===== config.mk =====
export PLATFORM = sky130hd
export DESIGN_NAME = serial_comparator_ctrl_flat
export DESIGN_NICKNAME = d
export VERILOG_FILES = /design/src/rtl/serial_comparator_ctrl_if.sv /design/src/rtl/serial_comparator_ctrl.sv /design/src/flat_wrapper.sv
export SDC_FILE = /design/constraint.sdc
export NUM_CORES = 1
export LEC_CHECK = 0
export ABC_AREA = 1
export CORE_MARGIN = 2
export CORE_UTILIZATION = 48
export CTS_CLUSTER_DIAMETER = 40
export DETAILED_ROUTE_END_ITERATION = 8
export GPL_ROUTABILITY_DRIVEN = 1
export PLACE_DENSITY = 0.83
export SLEW_MARGIN = 20
export SYNTH_ARGS = -nofsm -noshare
export SYNTH_HDL_FRONTEND = slang
export SYNTH_SLANG_ARGS = --single-unit

===== constraint.sdc =====
create_clock -name clk -period 2.3 [get_ports clk]
set_input_delay 0.575 -clock clk [delete_from_list [all_inputs] [get_ports clk]]
set_output_delay 0.575 -clock clk [all_outputs]
set_load 0.1 [all_outputs]

===== src/rtl/serial_comparator_ctrl_if.sv =====
// rtl/serial_comparator_ctrl_if.sv - request/result bundle for the serial magnitude comparator
//
// Purpose: groups the start handshake, operands and result signals of
// serial_comparator_ctrl so requester and controller connect through one port.
//
// Signals:
//   start        requester -> ctrl  request a compare (taken only while ready=1)
//   A, B         requester -> ctrl  WIDTH-bit unsigned operands, sampled on accepted start
//   ready        ctrl -> requester  controller idle, start will be accepted
//   busy         ctrl -> requester  compare in progress
//   done         ctrl -> requester  one-cycle pulse, results valid
//   AgreaterB    ctrl -> requester  A > B
//   AlessB       ctrl -> requester  A < B
//   AequalB      ctrl -> requester  A == B
//   slices_used  ctrl -> requester  2-bit slices examined by the last compare
//
// Modports: master = requester side, slave = controller side.
interface serial_comparator_ctrl_if #(
  parameter int WIDTH = 8,
  parameter int CW    = $clog2(WIDTH/2) + 1
);
  logic             start;
  logic [WIDTH-1:0] A;
  logic [WIDTH-1:0] B;
  logic             ready;
  logic             busy;
  logic             done;
  logic             AgreaterB;
  logic             AlessB;
  logic             AequalB;
  logic [CW-1:0]    slices_used;

  modport master (
    output start, A, B,
    input  ready, busy, done, AgreaterB, AlessB, AequalB, slices_used
  );

  modport slave (
    input  start, A, B,
    output ready, busy, done, AgreaterB, AlessB, AequalB, slices_used
  );
endinterface


===== src/rtl/serial_comparator_ctrl.sv =====
// rtl/serial_comparator_ctrl.sv - MSB-first serial magnitude comparator using one 2-bit slice
//
// Purpose: captures A/B on an accepted start, then examines one 2-bit slice per
// clock from the most significant slice down. Stops at the first unequal slice
// (or after slice 0) and reports greater/less/equal with a one-cycle done pulse.
//
// Ports:
//   clk   rising-edge clock
//   rst   synchronous, active-high reset
//   bus   serial_comparator_ctrl_if.slave (start/A/B in; ready/busy/done,
//         result flags and slices_used out)
//
// WIDTH must be even and >= 2.
module serial_comparator_ctrl #(
  parameter int WIDTH = 8,
  parameter int CW    = $clog2(WIDTH/2) + 1
) (
  input  logic                     clk,
  input  logic                     rst,
  serial_comparator_ctrl_if.slave  bus
);

  localparam int NSLICE = WIDTH / 2;
  // idx needs at least one bit even when there is a single slice
  localparam int IW     = (NSLICE > 1) ? $clog2(NSLICE) : 1;

  typedef enum logic [1:0] {
    IDLE    = 2'd0,
    COMPARE = 2'd1,
    DONE    = 2'd2
  } state_t;

  state_t           state;
  state_t           state_nxt;

  logic [WIDTH-1:0] a_reg;
  logic [WIDTH-1:0] b_reg;
  logic [IW-1:0]    idx;
  logic [CW-1:0]    slices_q;
  logic             gt_q;
  logic             lt_q;
  logic             eq_q;

  logic [1:0]       a_sl;
  logic [1:0]       b_sl;
  logic             ready_c;
  logic             busy_c;
  logic             done_c;

  // Slice currently under examination: bits [2*idx+1 : 2*idx]
  assign a_sl = a_reg[{idx, 1'b0} +: 2];
  assign b_sl = b_reg[{idx, 1'b0} +: 2];

  // State register
  always_ff @(posedge clk) begin
    if (rst) begin
      state <= IDLE;
    end else begin
      state <= state_nxt;
    end
  end

  // Next-state logic
  always_comb begin
    state_nxt = state;
    case (state)
      IDLE: begin
        if (bus.start) begin
          state_nxt = COMPARE;
        end
      end
      COMPARE: begin
        // Early exit on the first differing slice, otherwise finish after slice 0
        if ((a_sl != b_sl) || (idx == '0)) begin
          state_nxt = DONE;
        end
      end
      DONE:    state_nxt = IDLE;
      default: state_nxt = IDLE;
    endcase
  end

  // Handshake outputs decoded from state
  always_comb begin
    ready_c = 1'b0;
    busy_c  = 1'b0;
    done_c  = 1'b0;
    case (state)
      IDLE:    ready_c = 1'b1;
      COMPARE: busy_c  = 1'b1;
      DONE:    done_c  = 1'b1;
      default: ready_c = 1'b0;
    endcase
  end

  // Operand capture, slice walk and result registers
  always_ff @(posedge clk) begin
    if (rst) begin
      a_reg    <= '0;
      b_reg    <= '0;
      idx      <= '0;
      slices_q <= '0;
      gt_q     <= 1'b0;
      lt_q     <= 1'b0;
      eq_q     <= 1'b0;
    end else begin
      case (state)
        IDLE: begin
          if (bus.start) begin
            a_reg    <= bus.A;
            b_reg    <= bus.B;
            idx      <= IW'(NSLICE - 1);
            slices_q <= '0;
            gt_q     <= 1'b0;
            lt_q     <= 1'b0;
            eq_q     <= 1'b0;
          end
        end
        COMPARE: begin
          slices_q <= slices_q + CW'(1);
          if (a_sl > b_sl) begin
            gt_q <= 1'b1;
          end else if (a_sl < b_sl) begin
            lt_q <= 1'b1;
          end else if (idx == '0) begin
            eq_q <= 1'b1;
          end else begin
            idx <= idx - IW'(1);
          end
        end
        default: begin
          // DONE: results hold until the next accepted start
        end
      endcase
    end
  end

  assign bus.ready       = ready_c;
  assign bus.busy        = busy_c;
  assign bus.done        = done_c;
  assign bus.AgreaterB   = gt_q;
  assign bus.AlessB      = lt_q;
  assign bus.AequalB     = eq_q;
  assign bus.slices_used = slices_q;

endmodule


===== src/flat_wrapper.sv =====
// flat-port wrapper written by rule: the top's interface ports become plain ports
module serial_comparator_ctrl_flat 
#(
  parameter int WIDTH = 8,
  parameter int CW    = $clog2(WIDTH/2) + 1
)
  (clk, rst, bus_start, bus_A, bus_B, bus_ready, bus_busy, bus_done, bus_AgreaterB, bus_AlessB, bus_AequalB, bus_slices_used);
  serial_comparator_ctrl_if #(.WIDTH(WIDTH), .CW(CW)) bus_i ();
  input  logic clk;
  input  logic rst;
  input wire logic [$bits(bus_i.start)-1:0] bus_start;
  input wire logic [$bits(bus_i.A)-1:0] bus_A;
  input wire logic [$bits(bus_i.B)-1:0] bus_B;
  output wire logic [$bits(bus_i.ready)-1:0] bus_ready;
  output wire logic [$bits(bus_i.busy)-1:0] bus_busy;
  output wire logic [$bits(bus_i.done)-1:0] bus_done;
  output wire logic [$bits(bus_i.AgreaterB)-1:0] bus_AgreaterB;
  output wire logic [$bits(bus_i.AlessB)-1:0] bus_AlessB;
  output wire logic [$bits(bus_i.AequalB)-1:0] bus_AequalB;
  output wire logic [$bits(bus_i.slices_used)-1:0] bus_slices_used;
  assign bus_i.start = bus_start;
  assign bus_i.A = bus_A;
  assign bus_i.B = bus_B;
  assign bus_ready = bus_i.ready;
  assign bus_busy = bus_i.busy;
  assign bus_done = bus_i.done;
  assign bus_AgreaterB = bus_i.AgreaterB;
  assign bus_AlessB = bus_i.AlessB;
  assign bus_AequalB = bus_i.AequalB;
  assign bus_slices_used = bus_i.slices_used;
  serial_comparator_ctrl #(.WIDTH(WIDTH), .CW(CW)) u_core (.clk(clk), .rst(rst), .bus(bus_i));
endmodule

==> results of run 1 <==
## synth_stat cells, drive strengths merged, types with 2 or more instances
library cell	instances	area (um^2)
nor2	46	175
ha	4	50.1
buf	3	27.5
dfxtp	26	521
inv	12	52.6
clkbuf	3	11.3
a21oi	7	38.8
o22ai	2	12.5
o21ai	23	115
nand3	4	20.0
nand2	24	100
a32o	2	20.0
## power breakdown
group / switching (mW) / internal, mW
Sequential: 0.0491 / 0.526
Clock: 0.128 / 0.0612
Combinational: 0.543 / 0.249
## worst reg2reg max path, stage by stage (launching register included)
cell	delay, ns
dfxtp_1	0.36
clkinv_1	0.23
o21ai_0	0.23
o22ai_1	0.10
ha_1	0.31
nand2_1	0.12
nand2_1	0.09
a21oi_2	0.18
nand2_1	0.09
nand2_1	0.06
nand2_1	0.06
nor2_1	0.08
## layout make-up
type | count | area share (%)
inverter | 13 | 3.75
multi-input combinational | 119 | 38.7
timing repair buffer | 30 | 18.8
clock buffer | 3 | 1.50
sequential | 26 | 34.7
tap | 30 | 2.50
## how the worst max path moves through the flow
stage	startpoint	end	slack, ns
floorplan	u_core.state[1]	bus_done	0.07
global placement	u_core.idx[0]	u_core.idx[0]	0.52
detailed placement	u_core.idx[0]	u_core.idx[0]	0.38
CTS	u_core.idx[0]	u_core.idx[0]	0.37
global route	u_core.idx[0]	u_core.idx[0]	0.18
finish	u_core.idx[0]	u_core.idx[0]	0.36
## layer usage
layer | GRT usage, % | vias to the layer above | wire length [um]
met5 | 0 | - | 0
met3 | 2.50 | 2 | 79
li1 | - | 594 | -
met2 | 32.1 | 19 | 1210
met1 | 25.3 | 499 | 1130
met4 | 6.41 | 0 | 19
## through the flow
stage	total power, mW	instances	utilization, %	setup slack, ns
detailed placement	1.38	218	61.4	0.384
floorplan	1.20	164	-	0.0699
finish	1.56	221	62.3	0.363
global route	1.66	221	62.3	0.179
CTS	1.56	221	62.3	0.367
global placement	1.35	218	61.4	0.516
## cells by family (layout without fill, tap and decap cells)
group                      Yosys count  count (layout)
and+or+nand+nor                     79              79
AOI/OAI and AO/OA                   36              36
DFF                                 26              26
buffers and inverters               19              46
adders and majority gates            4               4
==> out/results.ini, run 1 <==
[finish]
regArea_um2=520
multiInputGateArea_um2=582
syn_to_final_growth_pct=25.4
mostFrequentLayoutCell=nor2_1
antenna_cells=0
fin_nets=216
post_route_cells_drive_above_1_share_pct=11.0
fill_cells=209
fin_area_um2=1500
final_cell_mix=nor2_1, dfxtp_1, o21ai_0

[clocking]
clk_latency_ns=0.31
tritoncts=done
clock_sinks=26
postCtsHoldBufs=0
clkTransAtPathRegs_ns=0.14
clock_path_buffers=2
cts_buffers=3
root_buffer=clkbuf_4
cts_max_level=1
postCtsSetupBuffers=0
cts_resized=0

[sta]
setup_viol=0
fmax_mhz=516
worstMarginPinSlew_ns=0.282
clock_skew_ns=0.00770
whs_ns=0.474
period_share_pct=84.2
rsz0062_at_grt=no
slew_viol_final=0
hold_violations=0
relSlewSlack_pct=81.3
setup_tns_ns=0
period_minus_slack_ns=1.94

[detailed_routing]
wl_per_cell_um=11.0
routed_wl_um=2440
firstDrtPassIters=4
num_vias=1114
via_per_inst=5.04
antenna_left=0
initialDrtViolationCount=12
drcViolationCount=0

[synthesis]
synthArstFlopShare_pct=0
yosysSeqAreaShare_pct=43.5
yosys.area_share.simple_pct=27.7
synth-main-ff-cell=dfxtp_1
synth_compound_area_share_pct=16.7
synthCells=164
muxShareOfSynthArea_pct=0
yosys.cell_types.count=26
syn_area_per_cell_um2=7.30
synth_edf_count=0
synth_xor_area_share_pct=0
synth-seq-cells=26
yosysWarnings=0
syn_nets=187
synth_top_family_by_area=simple AND/OR/NAND/NOR gates
synth_fa_ha_area_share_pct=4.18
synth_area_um2=1200

[global_routing]
grt_start_max_net_pins=21
grt_usage_pct=19.2
grt_overflow=0
grt_pass1_vias=1003
antenna_found_initial=0
grt_pass1_wl_um=4130

[setup_path]
crit_path_top_delay_cell=dfxtp_1
path_buf_inv=1
setup.worst_path.class=register to register
arrival_ns=2.20
cp.required_ns=2.56
start_kind=register
rr_endpoint=u_core.idx[0]
cpPeakStageDelay_ns=0.36
cp.depth=11
cpMostUsedCell=nand2_1
crit_chain=clkinv_1, o21ai_0, o22ai_1, ha_1, nand2_1, nand2_1, a21oi_2, nand2_1, nand2_1, nand2_1, nor2_1
r2r_start=u_core.idx[0]
cp_max_fo=10
end_kind=register
reg2regPathDepth=11
r2r_slack_ns=0.36
crit_family=compound AO/OA/AOI/OAI gates

[place]
place_hpwl_um=1940
place_area_um2=1480
gp_congestion=0.867
io_buffer_count=27

[pwr]
powerDensity_nw_per_um2=1040
p_leak_nw=0.667
ir_worst_vdd_v=0.000553

[floorplan]
top_level_ports=28
row_count=18
die_h_um=53.9
dieArea_um2=2910
coreArea_um2=2410
start_util_pct=49.7
dieWidth_um=53.9

[worst_hold_path]
hold_class=register to register
hold_depth=2
hold_end=u_core.bus.AequalB
min_from=u_core.bus.AequalB

[run]
cap_violations=0

[status]
status=finished, final reports clean

Note: power is estimated with default switching activity, not from simulation.
==> inputs of run 2 (changes only) <==
--- a/config.mk
+++ b/config.mk
@@ -7,11 +7,11 @@
 export LEC_CHECK = 0
 export ABC_AREA = 1
 export CORE_MARGIN = 2
-export CORE_UTILIZATION = 48
+export CORE_UTILIZATION = 44
 export CTS_CLUSTER_DIAMETER = 40
 export DETAILED_ROUTE_END_ITERATION = 8
 export GPL_ROUTABILITY_DRIVEN = 1
-export PLACE_DENSITY = 0.83
+export PLACE_DENSITY = 0.81
 export SLEW_MARGIN = 20
 export SYNTH_ARGS = -nofsm -noshare
 export SYNTH_HDL_FRONTEND = slang
==> constraint.sdc (replaced) <==
create_clock -name clk -period 1.65 [get_ports clk]
set_input_delay 0.4125 -clock clk [delete_from_list [all_inputs] [get_ports clk]]
set_output_delay 0.4125 -clock clk [all_outputs]
set_load 0.1 [all_outputs]
==> run 2 against run 1 <==
The run now ends with setup timing left. Worst setup slack got worse by 0.45 ns. Power up 78%. Combinational power increased by 87%. Cell count is 5.9% higher. Sequential share of layout area decreased by 5.1 points. Global-route usage shrank 0.32 points. Critical path depth did not move. Die area is 8.4% higher. Critical endpoint unchanged. Largest cell class unchanged. Largest power group unchanged.
==> out/results.ini, run 2 (synthesis gave the netlist of run 1 again) <==
[detailed_routing]
antenna_left=0  ; unchanged
routed_wl_um=2890  ; was 2440 um
initialDrtViolationCount=20  ; was 12
via_per_inst=5.24  ; was 5.04
drcViolationCount=0  ; unchanged
wl_per_cell_um=12.4  ; was 11.0 um
firstDrtPassIters=4  ; unchanged
num_vias=1227  ; was 1,114

[clocking]
clock_path_buffers=2  ; unchanged
clkTransAtPathRegs_ns=0.14  ; about the same
tritoncts=done  ; unchanged
cts_max_level=1  ; unchanged
clock_sinks=26  ; unchanged
root_buffer=clkbuf_4  ; unchanged
clk_latency_ns=0.33  ; was 0.31 ns
cts_buffers=3  ; unchanged

[sta]
setup_viol=3  ; was 0
period_minus_slack_ns=1.74  ; was 1.94 ns
clock_skew_ns=0.00472  ; was 0.00770 ns
worstMarginPinSlew_ns=0.211  ; was 0.282 ns
rsz0062_at_grt=yes  ; was no
relSlewSlack_pct=85.9  ; was 81.3%
hold_violations=0  ; unchanged
slew_viol_final=0  ; unchanged
finalWorstSetupSlack_ns=-0.0920  ; was 0.363 ns
period_share_pct=106  ; was 84.2%
fmax_mhz=574  ; was 516 MHz

[setup_path]
cp_max_fo=6  ; was 10
crit_chain=clkinv_4, nand2_1, a32o_1, ha_1, nand2_1, inv_1, nor2_2, a21oi_2, nand2_1, nor2_1, nor2_1  ; was clkinv_1, o21ai_0, o22ai_1, ha_1, nand2_1, nand2_1, a21oi_2, nand2_1, nand2_1, nand2_1, nor2_1
cpMostUsedCell=nand2_1  ; unchanged
cpPeakStageDelay_ns=0.40  ; was 0.36 ns
start_kind=register  ; unchanged
crit_start=u_core.idx[0]  ; unchanged
end_kind=register  ; unchanged
crit_path_top_delay_cell=dfxtp_4  ; was dfxtp_1
setup.worst_path.class=register to register  ; unchanged
cp.required_ns=1.89  ; was 2.56 ns
arrival_ns=1.98  ; was 2.20 ns
r2r_start=u_core.idx[0]  ; unchanged

[pwr]
p_total_mw=2.77  ; was 1.56 mW
p_leak_nw=0.768  ; was 0.667 nW
ir_worst_vdd_v=0.00114  ; was 0.000553 V
powerDensity_nw_per_um2=1550  ; was 1040 nW/um^2

[finish]
antenna_cells=0  ; unchanged
fin_area_um2=1780  ; was 1500 um^2
regArea_um2=527  ; was 520 um^2
fin_nets=228  ; was 216
syn_to_final_growth_pct=48.7  ; was 25.4%
final_cells=234  ; was 221
fill_cells=202  ; was 209
multiInputGateArea_um2=612  ; was 582 um^2
final_cell_mix=nor2_1, dfxtp_1, nand2_1, o21ai_0, clkdlybuf4s50_1  ; was nor2_1, dfxtp_1, o21ai_0
mostFrequentLayoutCell=nor2_1  ; unchanged
post_route_cells_drive_above_1_share_pct=23.5  ; was 11.0%

[floorplan]
dieWidth_um=56.2  ; was 53.9 um
die_h_um=56.2  ; was 53.9 um
top_level_ports=28  ; unchanged
row_count=18  ; unchanged
coreArea_um2=2520  ; was 2410 um^2
start_util_pct=47.5  ; was 49.7%
dieArea_um2=3150  ; was 2910 um^2

[place]
place_area_um2=1660  ; was 1480 um^2
io_buffer_count=27  ; unchanged
gp_congestion=0.894  ; was 0.867
placed_cells=225  ; was 218
place_hpwl_um=2210  ; was 1940 um

[global_routing]
grt_overflow=0  ; unchanged
antenna_found_initial=0  ; unchanged
grt_usage_pct=18.9  ; was 19.2%
grt_start_max_net_pins=21  ; unchanged
grt_pass1_vias=1135  ; was 1,003
grt_pass1_wl_um=4800  ; was 4130 um

[status]
status=finished with violations  ; was finished, final reports clean
violations=setup timing

[worst_hold_path]
min_from=u_core.bus.AequalB  ; unchanged
hold_class=register to register  ; unchanged

[run]
cap_violations=0  ; unchanged

==> run 2: cell count changes in the layout (fill, tap and decap cells not counted), sizes merged <==
cell,change
buf,+11
bufinv,+1
clkinv,+1
clkinvlp,+1
inv,-1
==> run 2: cell type report <==
cell class	count	area share, %
Clock buffer	3	1.26
Clock inverter	1	1.69
Inverter	13	3.65
Multi-Input combinational cell	119	34.4
Sequential cell	26	29.6
Tap cell	30	2.11
Timing Repair Buffer	41	27.1
Timing Repair inverter	1	0.281
==> run 2: per-layer routing <==
layer	global-route usage, %	share of wire (%)
met2	35.1	52
met4	4.08	0.86
met5	0	0
met1	22.5	42
met3	3.02	4.7
==> run 2: where the power goes <==
group          internal [mW]  total (mW)  switching [mW]  leakage [nW]
combinational          0.629        1.48           0.853         0.524
sequential             0.741       0.848           0.107         0.216
clock                  0.246       0.437           0.191        0.0279
==> run 2: final timing paths <==
| check | endpoint | slack (ns) | depth (start not counted) |
|---|---|---|---|
| setup / recovery | u_core.idx[0] | -0.09 | 11 |
| hold / removal | u_core.bus.AequalB | 0.50 | 2 |
| setup reg to reg | u_core.idx[0] | -0.09 | 11 |
| hold reg to reg | u_core.bus.AequalB | 0.50 | 2 |
==> run 2: timing repair <==
action                     CTS  global route
setup endpoints to repair    8             8
gates cloned                 1             0
buffers inserted             2             2
hold buffers                 0             0
resized for setup           16             2
pin swaps                    8             1
==> run 2: critical path: cells and delay by family (launching register included) <==
kind | cells | cell delay (ns)
DFF | 1 | 0.40
AOI/OAI and AO/OA | 2 | 0.40
buffers and inverters | 2 | 0.14
and+or+nand+nor | 6 | 0.42
adders and majority gates | 1 | 0.31
==> run 2: metrics by stage <==
stage | TNS (ns) | hold WS [ns] | util [%] | setup WS [ns]
4_1_cts | -0.135 | 0.503 | 70.0 | -0.0725
3_5_place_dp | -1.15 | 0.482 | 65.9 | -0.284
3_3_place_gp | -0.409 | 0.469 | 65.9 | -0.155
6_report | -0.176 | 0.502 | 70.6 | -0.0920
5_1_grt | -0.681 | 0.524 | 70.6 | -0.252
2_1_floorplan | -0.00249 | 0.448 | - | -0.00249
==> inputs of run 3 (changes only) <==
--- a/config.mk
+++ b/config.mk
@@ -6,12 +6,13 @@
 export NUM_CORES = 1
 export LEC_CHECK = 0
 export ABC_AREA = 1
+export CAP_MARGIN = 0
 export CORE_MARGIN = 2
 export CORE_UTILIZATION = 44
 export CTS_CLUSTER_DIAMETER = 40
 export DETAILED_ROUTE_END_ITERATION = 8
 export GPL_ROUTABILITY_DRIVEN = 1
-export PLACE_DENSITY = 0.81
+export PLACE_DENSITY = 0.78
 export SLEW_MARGIN = 20
 export SYNTH_ARGS = -nofsm -noshare
 export SYNTH_HDL_FRONTEND = slang
==> run 3 against run 2 <==
Cell count shrank 0.43%. Sequential power is essentially flat. Count of clock-buffer cells in the layout grew 1. Clock skew grew 0.0044 ns. Via count shrank 0.65%. Combinational power grew 10%. The flow still finishes with violations (setup timing). Non-clock buffer count is the same. Die area is the same. Sequential share of layout area grew 0.11 points. Clock power shrank 28%. Critical path type unchanged.
==> out/results.ini, run 3 (synthesis gave the netlist of run 1 again) <==
[sta]
rsz0062_at_grt=yes  ; unchanged
fmax_mhz=552  ; was 574 MHz
clock_skew_ns=0.00911  ; was 0.00472 ns
finalWorstSetupSlack_ns=-0.161  ; was -0.0920 ns
hold_violations=0  ; unchanged
period_minus_slack_ns=1.81  ; was 1.74 ns
setup_viol=6  ; was 3
worstMarginPinSlew_ns=0.199  ; was 0.211 ns
relSlewSlack_pct=86.6  ; was 85.9%
period_share_pct=110  ; was 106%
whs_ns=0.500  ; was 0.502 ns
slew_viol_final=0  ; unchanged

[setup_path]
cp.required_ns=1.87  ; was 1.89 ns
setup.worst_path.class=register to register  ; unchanged
cp_max_fo=9  ; was 6
arrival_ns=2.03  ; was 1.98 ns
end_kind=register  ; unchanged
crit_start=u_core.idx[0]  ; unchanged
start_kind=register  ; unchanged
reg2regPathDepth=11  ; unchanged
r2r_start=u_core.idx[0]  ; unchanged

[floorplan]
row_count=18  ; unchanged
top_level_ports=28  ; unchanged
dieArea_um2=3150  ; unchanged
start_util_pct=47.5  ; unchanged
dieWidth_um=56.2  ; unchanged
coreArea_um2=2520  ; unchanged
die_h_um=56.2  ; unchanged

[finish]
post_route_cells_drive_above_1_share_pct=26.1  ; was 23.5%
multiInputGateArea_um2=633  ; was 612 um^2
final_cell_mix=nor2_1, dfxtp_1, o21ai_0, clkdlybuf4s50_1, nand2_1  ; was nor2_1, dfxtp_1, nand2_1, o21ai_0, clkdlybuf4s50_1
fin_nets=227  ; was 228
antenna_cells=0  ; unchanged
fill_cells=191  ; was 202
mostFrequentLayoutCell=nor2_1  ; unchanged
regArea_um2=528  ; was 527 um^2
final_cells=233  ; was 234
syn_to_final_growth_pct=48.5  ; was 48.7%

[place]
gp_congestion=0.875  ; was 0.894
io_buffer_count=27  ; unchanged
placed_cells=225  ; unchanged
place_hpwl_um=2080  ; was 2210 um

[clocking]
clock_sinks=26  ; unchanged
clkTransAtPathRegs_ns=0.14  ; about the same
clock_path_buffers=2  ; unchanged
root_buffer=clkbuf_4  ; unchanged
tritoncts=done  ; unchanged
cts_max_level=1  ; unchanged
clk_latency_ns=0.32  ; was 0.33 ns
cts_buffers=3  ; unchanged

[detailed_routing]
firstDrtPassIters=4  ; unchanged
num_vias=1219  ; was 1,227
drcViolationCount=0  ; unchanged
initialDrtViolationCount=33  ; was 20
top_layer=met4  ; unchanged
wl_met3_um=140  ; was 137 um
wl_met1_um=1240  ; was 1220 um
antenna_left=0  ; unchanged
wl_met2_um=1410  ; was 1510 um
routed_wl_um=2890  ; about the same
via_per_inst=5.23  ; was 5.24
wl_per_cell_um=12.4  ; about the same

[run]
cap_violations=0  ; unchanged

[global_routing]
grt_overflow=0  ; unchanged
grt_pass1_vias=1128  ; was 1,135
grt_usage_pct=18.3  ; was 18.9%
grt_start_max_net_pins=21  ; unchanged
grt_pass1_wl_um=4640  ; was 4800 um
antenna_found_initial=0  ; unchanged

[worst_hold_path]
hold_class=register to register  ; unchanged
min_from=u_core.bus.AequalB  ; unchanged
hold_depth=2  ; unchanged

[pwr]
p_leak_nw=0.761  ; was 0.768 nW
powerDensity_nw_per_um2=1580  ; was 1550 nW/um^2
p_total_mw=2.80  ; was 2.77 mW
ir_worst_vdd_v=0.00123  ; was 0.00114 V

[status]
status=finished with violations  ; unchanged
violations=setup timing  ; unchanged

[run 3: final cells by class]
class	instances	share of cell area [%]
inverter	13	3.66
multi-input combinational	119	35.6
sequential	26	29.7
clock buffer	4	2.04
tap	30	2.11
timing repair buffer	41	26.9
[run 3: final timing paths]
path	slack, ns	end
worst min-delay path	0.50	u_core.bus.AequalB
worst max-delay path	-0.16	u_core.idx[0]
worst min register to register	0.50	u_core.bus.AequalB
worst max register to register	-0.16	u_core.idx[0]
[run 3: worst max-delay path, cell delays in order (launching register included)]
cell      delay [ns]
dfxtp_4         0.40
clkinv_4        0.09
nand2_1         0.06
a32o_2          0.26
ha_4            0.28
nand2_2         0.06
inv_2           0.05
nor2_2          0.04
a21oi_2         0.17
nand2_1         0.10
nor2_1          0.14
nor2_1          0.06
[run 3: where the power goes]
group	switching (mW)	internal, mW
sequential	0.108	0.743
combinational	0.913	0.721
clock	0.181	0.135
[run 3: per-layer routing]
layer	up-vias	global-route usage, %
met3	14	3.02
li1	615	-
met5	-	0
met2	41	33.4
met4	0	6.12
met1	549	21.5
[run 3: timing repair]
action,in CTS,in global routing
resized for setup,8,15
setup buffers,2,2
hold buffers,0,0
pin swaps,4,7
endpoints found under the setup margin,8,8
[run 3: stage by stage]
step | setup WS (ns) | setup TNS [ns] | cell area (um^2) | util (%)
3_5_place_dp | -0.254 | -0.809 | 1660 | 65.9
5_1_grt | -0.270 | -0.983 | 1780 | 70.5
6_report | -0.161 | -0.332 | 1780 | 70.5
2_1_floorplan | -0.00249 | -0.00249 | 1220 | -
4_1_cts | -0.0878 | -0.114 | 1730 | 68.5
3_3_place_gp | -0.162 | -0.418 | 1660 | 65.9
